File: src/rtl/cpu_pipe_pkg.sv
// Shared pipeline definitions: default field widths, skid buffer state
// encoding and the default-width EX/MEM bundle layout.
package cpu_pipe_pkg;

    localparam int DEFAULT_INST_W = 32;
    localparam int DEFAULT_MEM_W  = 3;
    localparam int DEFAULT_WB_W   = 2;
    localparam int DEFAULT_DATA_W = 32;

    typedef enum logic [1:0] {
        EMPTY = 2'd0,
        ONE   = 2'd1,
        TWO   = 2'd2
    } skid_state_e;

    // Packing order is {inst, mem, wb, alu, rt}, MSB first.
    typedef struct packed {
        logic [DEFAULT_INST_W-1:0] inst;
        logic [DEFAULT_MEM_W-1:0]  mem;
        logic [DEFAULT_WB_W-1:0]   wb;
        logic [DEFAULT_DATA_W-1:0] alu;
        logic [DEFAULT_DATA_W-1:0] rt;
    } ex_mem_bundle_t;

    localparam int EX_MEM_BUNDLE_W = $bits(ex_mem_bundle_t);

endpackage

File: src/rtl/pipe_skid_buf.sv
// Generic 2-entry valid/ready skid buffer with synchronous flush.
// main drives the output; skid catches the one bundle accepted in the
// cycle the consumer stalls, so in_ready can be a plain register.
//
// state | meaning
// EMPTY | nothing held, out_valid low
// ONE   | main valid, skid empty
// TWO   | main and skid valid, input blocked
module pipe_skid_buf
    import cpu_pipe_pkg::*;
#(
    parameter int PW = 8
) (
    input  logic          clk_i,
    input  logic          rst_n_i,
    input  logic          flush_i,
    input  logic          in_valid_i,
    output logic          in_ready_o,
    input  logic [PW-1:0] in_data_i,
    output logic          out_valid_o,
    input  logic          out_ready_i,
    output logic [PW-1:0] out_data_o
);

    skid_state_e   state;
    skid_state_e   state_next;
    logic          in_ready_q;
    logic [PW-1:0] main_q;
    logic [PW-1:0] skid_q;
    logic          in_fire;
    logic          out_fire;
    logic          main_load;
    logic          main_from_skid;
    logic          skid_load;

    // State register; in_ready is registered from the next state.
    always_ff @(posedge clk_i) begin
        if (!rst_n_i) begin
            state      <= EMPTY;
            in_ready_q <= 1'b1;
        end else begin
            state      <= state_next;
            in_ready_q <= (state_next != TWO);
        end
    end

    // Next-state logic; flush overrides every handshake transition.
    always_comb begin
        state_next = state;
        if (flush_i) begin
            state_next = EMPTY;
        end else begin
            case (state)
                EMPTY: if (in_fire) state_next = ONE;
                ONE: begin
                    if (in_fire && !out_ready_i)
                        state_next = TWO;
                    else if (!in_fire && out_fire)
                        state_next = EMPTY;
                end
                TWO:     if (out_ready_i) state_next = ONE;
                default: state_next = EMPTY;
            endcase
        end
    end

    // Handshake outputs and datapath load enables.
    always_comb begin
        out_valid_o    = (state != EMPTY);
        in_fire        = in_valid_i & in_ready_q;
        out_fire       = out_valid_o & out_ready_i;
        main_load      = 1'b0;
        main_from_skid = 1'b0;
        skid_load      = 1'b0;
        if (!flush_i) begin
            case (state)
                EMPTY: main_load = in_fire;
                ONE: begin
                    main_load = in_fire & out_ready_i;
                    skid_load = in_fire & ~out_ready_i;
                end
                TWO: begin
                    main_load      = out_ready_i;
                    main_from_skid = 1'b1;
                end
                default: ;
            endcase
        end
    end

    // Payload registers; skid only ever refills main, never the output.
    always_ff @(posedge clk_i) begin
        if (!rst_n_i) begin
            main_q <= '0;
            skid_q <= '0;
        end else begin
            if (main_load)
                main_q <= main_from_skid ? skid_q : in_data_i;
            if (skid_load)
                skid_q <= in_data_i;
        end
    end

    assign in_ready_o = in_ready_q;
    assign out_data_o = main_q;

endmodule

File: src/rtl/ex_mem_pipe_reg.sv
// EX/MEM pipeline register with valid/ready handshake, skid buffer and
// flush. Optional macro EXMEM_BUBBLE_CLR_EN zeroes the MEM and WB control
// outputs while no bundle is valid, so legacy consumers see a NOP.
module ex_mem_pipe_reg
    import cpu_pipe_pkg::*;
#(
    parameter int INST_W = DEFAULT_INST_W,
    parameter int MEM_W  = DEFAULT_MEM_W,
    parameter int WB_W   = DEFAULT_WB_W,
    parameter int DATA_W = DEFAULT_DATA_W
) (
    input  logic              clk_i,
    input  logic              rst_n_i,
    input  logic              flush_i,
    input  logic              in_valid_i,
    output logic              in_ready_o,
    input  logic [INST_W-1:0] inst_i,
    input  logic [MEM_W-1:0]  MEM_signal_i,
    input  logic [WB_W-1:0]   WB_signal_i,
    input  logic [DATA_W-1:0] ALUResult_i,
    input  logic [DATA_W-1:0] RTdata_i,
    output logic              out_valid_o,
    input  logic              out_ready_i,
    output logic [INST_W-1:0] inst_o,
    output logic [MEM_W-1:0]  MEM_signal_o,
    output logic [WB_W-1:0]   WB_signal_o,
    output logic [DATA_W-1:0] ALUResult_o,
    output logic [DATA_W-1:0] RTdata_o
);

    localparam int PW = INST_W + MEM_W + WB_W + 2 * DATA_W;

    logic [PW-1:0]     in_data;
    logic [PW-1:0]     out_data;
    logic [MEM_W-1:0]  mem_held;
    logic [WB_W-1:0]   wb_held;

    assign in_data = {inst_i, MEM_signal_i, WB_signal_i, ALUResult_i, RTdata_i};

    pipe_skid_buf #(
        .PW (PW)
    ) u_skid (
        .clk_i       (clk_i),
        .rst_n_i     (rst_n_i),
        .flush_i     (flush_i),
        .in_valid_i  (in_valid_i),
        .in_ready_o  (in_ready_o),
        .in_data_i   (in_data),
        .out_valid_o (out_valid_o),
        .out_ready_i (out_ready_i),
        .out_data_o  (out_data)
    );

    assign {inst_o, mem_held, wb_held, ALUResult_o, RTdata_o} = out_data;

`ifdef EXMEM_BUBBLE_CLR_EN
    assign MEM_signal_o = out_valid_o ? mem_held : '0;
    assign WB_signal_o  = out_valid_o ? wb_held  : '0;
`else
    assign MEM_signal_o = mem_held;
    assign WB_signal_o  = wb_held;
`endif

endmodule

File: config.mk
export PLATFORM = sky130hd
export DESIGN_NAME = ex_mem_pipe_reg
export DESIGN_NICKNAME = d
export VERILOG_FILES = /design/src/rtl/cpu_pipe_pkg.sv /design/src/rtl/pipe_skid_buf.sv /design/src/rtl/ex_mem_pipe_reg.sv
export SDC_FILE = /design/constraint.sdc
export NUM_CORES = 1
export LEC_CHECK = 0
export CAP_MARGIN = 25
export CORE_MARGIN = 8
export CORE_UTILIZATION = 35
export DETAILED_ROUTE_END_ITERATION = 12
export GPL_TIMING_DRIVEN = 0
export PLACE_DENSITY = 0.68
export SETUP_SLACK_MARGIN = 0.3
export SLEW_MARGIN = 20
export SYNTH_ARGS = -nofsm -noshare
export SYNTH_HDL_FRONTEND = slang
export SYNTH_SLANG_ARGS = --single-unit
File: constraint.sdc
create_clock -name clk_i -period 4.8 [get_ports clk_i]
set_clock_uncertainty 0.05 [all_clocks]
set_input_delay 0.96 -clock clk_i [delete_from_list [all_inputs] [get_ports clk_i]]
set_output_delay 0.96 -clock clk_i [all_outputs]
set_load 0.02 [all_outputs]
==> results <==
- The net switching share of the total power is between 20% and 30%.
- The path type of the worst min-delay path is reg -> reg.
- The wire-length estimate of the detail-placed layout is ~17,000 um.
- Setup slack on the critical path of the routed design comes to around 2 ns.
- Summed over all nets, the switching power comes to slightly below 1 mW.
- The overall via count from detail_route is around 7k.
- For the worst setup path, the data arrival time is 1.82 ns.
- The overall track demand over capacity in global routing is 15.46%.
- The maximum buffer depth of the clock tree is 3.
- The first global-routing pass estimated 38,670 um of wire.
- Of all cell types, the one taking the most synthesized area is dfxtp_1.
- The endpoint type of the worst setup path is a primary output.
- The count of cells in the finished layout, fillers not included, comes to about 1.5k.
- The static power due to leakage is just under 6 nW.
- Static timing analysis puts the maximum clock frequency at between 300 and 400 MHz.
- The combinational cell fraction of total power is between 10% and 20%.
- The largest family of logic cells by synthesized area is compound AO/OA/AOI/OAI gates.
- In this run the horizontal extent of the chip is 172.8 um.
- The number of failing hold endpoints at the final stage is 0.
- The total negative slack is 0 ns.
- The utilization after layout is 48.78%.
- The simple-gate share of the synthesized area is about 14%.
- The count of buffers added by post-CTS timing repair for setup is 0.
- The fraction of the cycle the final worst path needs is 59.04%.
- Post-CTS repair changed the size of 0 cells.
- The count of buffers added on input and output ports is 208.
- Of the total synthesized cell area, the portion taken by XOR and XNOR cells is 0%.
- For this run, the detailed router's first-pass iteration total came to 4.
- Measured against the total synthesized area, the mux share comes to between 10% and 20%.
- The H-tree depth reported by CTS is 1.
- The final weighted congestion of routability-driven global placement is between 0.7 and 0.8.
- Yosys printed 0 warnings.
- The post-synthesis average cell area is 9.472 um^2.
- The library cells used most frequently in the layout, excluding fill and tap cells, are nand2_1 (306), clkdlybuf4s50_1 (208), dfxtp_1 (205).
- The fraction of power consumed by the clock network is 41.6%.
- Of all nets on the critical path, the largest fanout is 9.
- The die is 172.8 um tall.
- In this run the tightest slew margin relative to its limit is between 40% and 50%.
- Yosys attributes the largest share of cell area to dfxtp_1 (48%), nand2_1 (13%), mux2i_1 (12%).
- The finished layout cell area is 0.01183 mm^2.
- The die area is approximately 0.03 mm^2.
- The startpoint class of the critical path is a flip-flop.
- The detailed-route wire length per cell is about 16 um.
- Global routing finished with a remaining overflow of 0.
- Synthesis inferred slightly above 200 register bits.
- Final hold analysis gives a worst-case slack of ~0.40 ns.
- The filler cells instantiated in the layout total approximately 2.3k.
- After detailed routing, the number of remaining DRC violations is 0.
- Buffers inserted to repair hold after CTS numbered 0.
- The number of antenna diodes in the final layout is 0.
- The via count of the first global-routing pass is between 7k and 8k.
- The initial antenna violation count is 0.
- The clock drives between 200 and 250 sinks.
- For the finished layout, the period the worst path requires is between 2 and 3 ns.
- The number of instances in the placed design is ~1.4k.
- Across the VDD grid, the largest voltage drop is between 0.2 and 0.25 mV.
- In this run, flip-flops and latches consume between 40 and 50% of the power.
- For this design the top-level I/O count stands at 209.
- The complex-gate fraction of the synthesized area is 20.99%.
- The overall routed net length is 24,200 um.
- Entering global routing, the biggest net connects 13 pins.
- Cell internal power was estimated by the tool at slightly above 3 mW.
- The clock-pin slew on the worst setup and hold paths is 0.06 ns.
- The DRC marker count from the first detailed-route iteration is 396.
- The flow ran to the end, and the final reports show no timing, DRC or antenna violations.
- Setup repair after global routing left no endpoint under its margin.
- Summing internal, switching and leakage power gives roughly 4.1 mW.
- Relative to the synthesized area, the layout overhead comes to 37.53%.
- The tree is rooted in a clkbuf_16.
- The tool flagged a number of max-cap violations equal to 0.
- In this run the cell area of the synthesized design comes to 0.008601 mm^2.
- In this run the power density over the cells is 347.6 mW/mm^2.
- The number of rows created at floorplan is 57.
- The clock latency on the worst-skew pair is ~0.5 ns.
- The final-stage net count is roughly 1.2k.
- Synthesis handed over a netlist of 908 instances.
- The initial cell density of the core is 35.47%.
- In this run the remaining antenna-violating nets after routing total 0.
- The library cell used most frequently in the layout, excluding fill and tap cells, is nand2_1.
- Data on the critical path is required at its endpoint by 3.79 ns.
- The total nets after synthesis is a little over 1k.
- The worst setup path is of the reg -> out kind.
- Dividing the detail-routed via count by the number of cells gives slightly below 5.
- Once placement finished, the instance area stood at ~0.011 mm^2.
- Counting the buffers created by CTS gives 23.
- The TritonCTS clock tree is done.
- The worst slack at placement is 1.659 ns.
- The core area is ~0.024 mm^2.
- The register area share after synthesis is 47.72%.
- Of the post-synthesis cell area, the dominant cell type holds roughly 48%.
- The number of max-slew violations in the final report came to 0.
- At the pin with the least slew margin, the transition time is between 0.7 and 0.8 ns.
- The post-synthesis adder-cell area fraction is 0%.
- The share of post-route cells with drive strength above 1 is between 7 and 8%.
- In this run, distinct cell masters in the synthesized netlist total 24.
- Setup violations remaining at the end of the flow were counted as 0.
[worst max-delay path: stages (launching register included)]
cell and delay [ns]:
dfxtp_1 0.49, or2_2 0.17, clkdlybuf4s50_1 0.67
[synth_stat cells]
library cell	instances
mux2i_1	101
nand3_1	1
a211o_1	1
a21o_1	1
or4b_1	1
buf_6	9
nor2_1	1
clkbuf_1	27
o211a_1	101
nor2b_1	1
nand4bb_1	1
nand2b_1	2
a31oi_1	2
buf_2	29
buf_4	13
a21boi_0	11
a21boi_1	90
nor4b_2	1
nand2_1	306
or2_2	1
a211oi_1	1
dfxtp_1	205
nand3b_1	1
nand4b_1	1
[state kept, by name, indices dropped and copies added (netlist names)]
| signal | count |
|---|---|
| u_skid.state | 2 |
| u_skid.skid_q | 101 |
| u_skid.out_data_o | 101 |
| u_skid.in_ready_o | 1 |
[logic make-up after synthesis]
group,Yosys count
flops,205
mux,101
compound gates,207
simple gates,317
buf+inv,78
[final timing paths]
path                     startpoint                     to  slack, ns  cells after the start
setup / recovery    u_skid.state[1]            out_valid_o       1.97                      2
setup reg to reg    u_skid.state[1]  u_skid.out_data_o[71]       2.78                      6
hold / removal    u_skid.skid_q[54]      u_skid.skid_q[54]       0.40                      2
hold reg to reg   u_skid.skid_q[54]      u_skid.skid_q[54]       0.40                      2
[area by class of cell]
type / instances / area, um^2 / area share (%)
plain buffers: 78 / 445.4 / 3.766
well taps: 324 / 405.4 / 3.427
clock inverters: 5 / 50.05 / 0.4231
repair buffers: 208 / 2082 / 17.60
clock buffers: 35 / 690.7 / 5.839
flip-flops and latches: 205 / 4104 / 34.69
multi-input cells: 625 / 4051 / 34.25
[power groups by stage]
stage | combinational (mW) | sequential (mW) | clock, mW
2_1_floorplan | 0.193 | 1.94 | 0
3_3_place_gp | 0.582 | 1.86 | 0
3_5_place_dp | 0.585 | 1.86 | 0
4_1_cts | 0.588 | 1.83 | 1.76
5_1_grt | 0.621 | 1.83 | 1.83
6_report | 0.577 | 1.82 | 1.71
[layer usage]
metal  share of wire, %  up-vias  track usage, %
li1                   -     3579               -
met1                 45     3387           19.07
met2                 47      157           26.53
met3                6.2       29           4.073
met4                1.6        0           3.629
met5                  0        -               0
Note: power is estimated with default switching activity, not from simulation.
